`src/rtl/ssd_seq_pkg.sv`:
```
// Shared types and constants for the SSD state-code sequencer.
// Code 0 means idle; event index i is shown as code i+1.
package ssd_seq_pkg;

    localparam int STATE_W = 4;
    localparam int NUM_EVT = 9;
    localparam logic [STATE_W-1:0] ST_IDLE = 4'd0;

    typedef enum logic {
        IDLE = 1'b0,
        SHOW = 1'b1
    } fsm_t;

    function automatic logic [STATE_W-1:0] code_of(input logic [STATE_W-1:0] idx);
        return idx + 4'd1;
    endfunction

endpackage

```
`src/rtl/ssd_state_seq_if.sv`:
```
// Bundle between the core-side event source and the sequencer.
// The sequencer uses the slave view; the event source uses the master view.
interface ssd_state_seq_if;
    import ssd_seq_pkg::*;

    logic [NUM_EVT-1:0] evt;
    logic               clr;
    logic [STATE_W-1:0] state;
    logic               busy;
    logic [NUM_EVT-1:0] pending;
    logic               overrun;

    modport master (
        output evt,
        output clr,
        input  state,
        input  busy,
        input  pending,
        input  overrun
    );

    modport slave (
        input  evt,
        input  clr,
        output state,
        output busy,
        output pending,
        output overrun
    );

endinterface

```
`src/rtl/prio_enc9.sv`:
```
// Highest-set-bit encoder for a 9-bit request vector.
// idx is only meaningful while valid is high.
module prio_enc9
    import ssd_seq_pkg::*;
(
    input  logic [NUM_EVT-1:0] vec,
    output logic               valid,
    output logic [STATE_W-1:0] idx
);

    always_comb begin
        idx = '0;
        for (int i = 0; i < NUM_EVT; i++) begin
            if (vec[i]) begin
                idx = STATE_W'(i);
            end
        end
        valid = |vec;
    end

endmodule

```
`src/rtl/ssd_state_seq.sv`:
```
// Queues edge-detected event requests and shows each as a state code for
// at least HOLD_US cycles, with optional preemption by masked events.
module ssd_state_seq
    import ssd_seq_pkg::*;
#(
    parameter int                 HOLD_US      = 1000000,
    parameter logic [NUM_EVT-1:0] PREEMPT_MASK = 9'b100000000,
    parameter int                 CNT_W        = 20
) (
    input  logic          clkus,
    input  logic          rst_n,
    ssd_state_seq_if.slave bus
);

    localparam logic [CNT_W-1:0] HOLD_LOAD = CNT_W'(HOLD_US - 1);

    logic [NUM_EVT-1:0] evt_q;
    logic [NUM_EVT-1:0] rise;
    logic [NUM_EVT-1:0] take;
    fsm_t               fsm;
    logic [CNT_W-1:0]   cnt;

    logic               win_vld;
    logic [STATE_W-1:0] win_idx;
    logic               pre_vld;
    logic [STATE_W-1:0] pre_idx;
    logic               load;
    logic [STATE_W-1:0] load_idx;

    function automatic logic [CNT_W-1:0] dec_sat(input logic [CNT_W-1:0] v);
        return (v == '0) ? v : v - 1'b1;
    endfunction

    prio_enc9 u_win (
        .vec   (bus.pending),
        .valid (win_vld),
        .idx   (win_idx)
    );

    prio_enc9 u_pre (
        .vec   (bus.pending & PREEMPT_MASK),
        .valid (pre_vld),
        .idx   (pre_idx)
    );

    assign rise = bus.evt & ~evt_q;

    always_comb begin
        load     = 1'b0;
        load_idx = win_idx;
        unique case (fsm)
            IDLE: load = win_vld;
            SHOW: begin
                if (cnt == '0) begin
                    load = win_vld;
                end else if (pre_vld && (code_of(pre_idx) > bus.state)) begin
                    load     = 1'b1;
                    load_idx = pre_idx;
                end
            end
            default: load = 1'b0;
        endcase
        take = load ? (NUM_EVT'(1) << load_idx) : '0;
    end

    // A fresh edge on the bit being consumed re-queues it without an overrun.
    always_ff @(posedge clkus or negedge rst_n) begin
        if (!rst_n) begin
            evt_q       <= '0;
            bus.pending <= '0;
            bus.overrun <= 1'b0;
        end else begin
            evt_q <= bus.evt;
            if (bus.clr) begin
                bus.pending <= '0;
                bus.overrun <= 1'b0;
            end else begin
                bus.pending <= (bus.pending & ~take) | rise;
                bus.overrun <= |(rise & bus.pending & ~take);
            end
        end
    end

    always_ff @(posedge clkus or negedge rst_n) begin
        if (!rst_n) begin
            fsm       <= IDLE;
            bus.state <= ST_IDLE;
            bus.busy  <= 1'b0;
            cnt       <= '0;
        end else if (bus.clr) begin
            fsm       <= IDLE;
            bus.state <= ST_IDLE;
            bus.busy  <= 1'b0;
            cnt       <= '0;
        end else if (load) begin
            fsm       <= SHOW;
            bus.state <= code_of(load_idx);
            bus.busy  <= 1'b1;
            cnt       <= HOLD_LOAD;
        end else begin
            unique case (fsm)
                IDLE: begin
                    bus.state <= ST_IDLE;
                    bus.busy  <= 1'b0;
                end
                SHOW: begin
                    if (cnt == '0) begin
                        fsm       <= IDLE;
                        bus.state <= ST_IDLE;
                        bus.busy  <= 1'b0;
                    end else begin
                        cnt <= dec_sat(cnt);
                    end
                end
                default: fsm <= IDLE;
            endcase
        end
    end

endmodule

```
`src/flat_wrapper.sv`:
```
// flat-port wrapper written by rule: the top's interface ports become plain ports
module ssd_state_seq_flat import ssd_seq_pkg::*;
#(
    parameter int                 HOLD_US      = 1000000,
    parameter logic [NUM_EVT-1:0] PREEMPT_MASK = 9'b100000000,
    parameter int                 CNT_W        = 20
)
  (clkus, rst_n, bus_evt, bus_clr, bus_state, bus_busy, bus_pending, bus_overrun);
  ssd_state_seq_if bus_i ();
  input  logic clkus;
  input  logic rst_n;
  input wire logic [$bits(bus_i.evt)-1:0] bus_evt;
  input wire logic [$bits(bus_i.clr)-1:0] bus_clr;
  output wire logic [$bits(bus_i.state)-1:0] bus_state;
  output wire logic [$bits(bus_i.busy)-1:0] bus_busy;
  output wire logic [$bits(bus_i.pending)-1:0] bus_pending;
  output wire logic [$bits(bus_i.overrun)-1:0] bus_overrun;
  assign bus_i.evt = bus_evt;
  assign bus_i.clr = bus_clr;
  assign bus_state = bus_i.state;
  assign bus_busy = bus_i.busy;
  assign bus_pending = bus_i.pending;
  assign bus_overrun = bus_i.overrun;
  ssd_state_seq #(.HOLD_US(HOLD_US), .PREEMPT_MASK(PREEMPT_MASK), .CNT_W(CNT_W)) u_core (.clkus(clkus), .rst_n(rst_n), .bus(bus_i));
endmodule
```
`config.mk`:
```
export PLATFORM = sky130hd
export DESIGN_NAME = ssd_state_seq_flat
export DESIGN_NICKNAME = d
export VERILOG_FILES = /design/src/rtl/ssd_seq_pkg.sv /design/src/rtl/ssd_state_seq_if.sv /design/src/rtl/prio_enc9.sv /design/src/rtl/ssd_state_seq.sv /design/src/flat_wrapper.sv
export SDC_FILE = /design/constraint.sdc
export NUM_CORES = 1
export LEC_CHECK = 0
export ABC_CLOCK_PERIOD_IN_PS = 2800
export BUFFER_PORTS_ARGS = -buffer_cell sky130_fd_sc_hd__buf_4
export CAP_MARGIN = 10
export CORE_MARGIN = 5
export CORE_UTILIZATION = 55
export CTS_BUF_LIST = sky130_fd_sc_hd__clkbuf_4 sky130_fd_sc_hd__clkbuf_8
export DETAILED_ROUTE_END_ITERATION = 6
export PLACE_DENSITY = 0.87
export SLEW_MARGIN = 10
export SYNTH_ARGS = -nofsm -noshare
export SYNTH_HDL_FRONTEND = slang
export SYNTH_SLANG_ARGS = --single-unit
```
`constraint.sdc`:
```
create_clock -name clkus -period 2.8 [get_ports clkus]
set_input_delay 0.42 -clock clkus [delete_from_list [all_inputs] [get_ports clkus]]
set_output_delay 0.42 -clock clkus [all_outputs]
set_load 0.03 [all_outputs]
```
==> metrics <==
Clock Latency Late Sink=310 ps; Cells after Synth=242; reg2reg setup slack=330 ps; top routing layer in use=met4; register area share after synthesis=0.4717; Syn Nets=263; dpl hpwl=3.711 mm; switching share of power=0.3390; Final Routed Wirelength=5.274 mm; slowest stage delay, CP=570 ps; Max-Cap Viols=0; Die Span Y=75.88 um; Peak VDD IR=0.0004210 V; data arrival time of the worst path=2660 ps; number of synthesized flops with an enable pin=0; CTS root buffer=clkbuf_8; Synth area leaders=dfrtp_1 (47%), a21oi_1 (6.1%), ha_1 (4.7%); Antenna diodes=0; RSZ-0062 raised after global routing=no; total negative setup slack=0 ps; CP Capture Type=register; most frequent cell after synthesis=dfrtp_1; Clock power frac=0.271; fin util=0.6323; mapped cell area=2387 sq um; residual DRC count=0; Area Growth Syn to Fin=13.73%; Internal Power=0.001071 W; Initial Util=0.5559; Tmin final=2469 ps; vias in the first global route=1,818; WL met1=2.418 mm; fin crit share=0.8817; final hold vios=0; critical-path cell list=or4_4 > nand4bb_4 > o211ai_4 > nand2_2 > nand2b_1 > nor2_1; CORE AREA=4294 sq um; combinational share of power=0.257; Post-CTS Setup Bufs=0; DR iter-0 viols=175; required time worst endpoint=2990 ps; metal2 WL=2.493 mm; nets@finish=290; Yosys reg bits=45; Avg Cell Area, Syn=9.865 sq um; post-cts sizing count=0; DR vias/cell=5.879; Die X=75.88 um; Worst Setup Path Type=register to register; DR WL/cell=16.38 um; Leak=1.170 nW; TritonCTS Buffers=5; Yosys top cell by area=dfrtp_1; top cell type's share of synthesized area=0.4717; global-route wire length before repair=8.611 mm; pre-CTS WS=381.9 ps; power density over cell area=596.7 nW/um^2; pin count of the biggest net entering global routing=46; CTS Hold Bufs=0; clk slew on worst S/H paths=90 ps; Final Slew Violations=0; FMAX=0.4050 GHz; CTS tree=yes; Core Rows=24; Worst setup SP type=register; top cells by count, synth=dfrtp_1 (45), a21oi_1 (29), nor2_1 (20); die area=5758 sq um; GRT Util Overall=0.2010; slew margin rel.=0.6253; worst-path maximum fanout=21; Worst path slowest cell=or4_4; fraction of layout cells with a size suffix above 1=0.1630; worst setup margin=331.1 ps; Bufs on Longest Clock Path=2; depth of the most critical reg-to-reg path=6; IO buf count=26; Seq pwr share=0.473; initial antenna violation count=0; DRT Pass-1 Iters=4; routability cong.=0.8951; status=completed; GRT overflow=0; post-synth cell types=48; asr flop ratio synth=1.000; Synth warnings=0; final setup violation count=0; I/O pin count=27; via count=1,893; count of antenna-violating nets left after detailed routing=0; Tightest Pin Transition=562.1 ps; H-tree levels=2; met3 WL=296 um; Hold/Removal Path Class=input pin to async pin; P_sw=0.0005492 W; Main synth FF type=dfrtp_1; clk_skew=7.903 ps; clock sink count=45
[power by group through the flow]
stage | sequential (W) | clock, W | combinational [W]
6_report | 0.000766 | 0.000438 | 0.000416
5_1_grt | 0.000774 | 0.000469 | 0.000457
4_1_cts | 0.000765 | 0.000444 | 0.000414
3_5_place_dp | 0.000776 | 0 | 0.000411
3_3_place_gp | 0.000773 | 0 | 0.000399
2_1_floorplan | 0.000804 | 0 | 0.000256
[cell usage in the layout, fill, tap and decap left out, types with 3 or more instances in the layout]
| master | netlist | final |
|---|---|---|
| nor4_1 | 5 | 5 |
| dfrtp_1 | 45 | 45 |
| o21ai_0 | 9 | 9 |
| ha_1 | 9 | 9 |
| buf_4 | 1 | 29 |
| nand3_1 | 7 | 7 |
| a21oi_1 | 29 | 29 |
| inv_1 | 15 | 15 |
| nand3b_1 | 3 | 3 |
| nor2_1 | 20 | 20 |
| o31ai_1 | 3 | 3 |
| nand2_1 | 13 | 13 |
| nor3b_1 | 3 | 3 |
| xor2_1 | 8 | 8 |
| nand2b_1 | 12 | 12 |
| nand4_1 | 4 | 4 |
| nand4b_1 | 3 | 3 |
| clkbuf_8 | 0 | 6 |
| nor3_1 | 6 | 6 |
| xnor2_1 | 8 | 8 |
[cells by family after synthesis]
group,count (synthesis),synth area share
AO/OA/AOI/OAI,59,0.1536
XOR/XNOR,16,0.05870
adder cells (fa/ha/maj),9,0.04717
buffers and inverters,24,0.04664
flip-flops,45,0.4717
AND/OR/NAND/NOR,89,0.2222
[registers in the layout, indices dropped and copies added (netlist names)]
name                count
u_core.evt_q            9
u_core.fsm              1
u_core.bus.pending      9
u_core.bus.busy         1
u_core.bus.state        4
u_core.bus.overrun      1
u_core.cnt             20
[stage by stage]
stage          hold slack (ps)  total power [W]  area [sq um]  std cells
6_report                 93.94         0.001620          2715        322
2_1_floorplan            124.4         0.001060          2387        242
3_3_place_gp             444.8         0.001171          2615        314
3_5_place_dp             449.1         0.001187          2615        314
4_1_cts                  117.1         0.001623          2715        322
5_1_grt                  129.3         0.001700          2715        322
[area by class of cell]
class / instances / area (sq um)
flip-flops and latches: 45 / 1126
inverters: 15 / 56.30
clock buffers: 6 / 82.58
clock inverters: 2 / 17.52
repair buffers: 29 / 217.7
well taps: 52 / 65.06
fillers: 357 / 1579
multi-input cells: 173 / 1150
[metal layers]
layer / track usage / vias to the layer above
li1: - / 909
met1: 0.2803 / 926
met2: 0.2994 / 50
met3: 0.05805 / 8
met4: 0.06990 / 0
met5: 0 / -
[worst max-delay path, delay by kind of cell, from the launching register on]
family	cells	cell delay, ps
and+or+nand+nor	5	1630
DFF	1	420
AOI/OAI and AO/OA	1	300
[path summary, 6_finish.rpt]
| kind | start | end |
|---|---|---|
| worst max-delay path | u_core.cnt[15] | u_core.cnt[15] |
| max in group asynchronous | rst_n | u_core.evt_q[2] |
| worst max register to register | u_core.cnt[15] | u_core.cnt[15] |
| worst min-delay path | rst_n | u_core.cnt[9] |
| min in group clkus | bus_evt[8] | u_core.evt_q[8] |
| worst min register to register | u_core.evt_q[4] | u_core.bus.pending[4] |
Power figures use the tool's default switching activity.
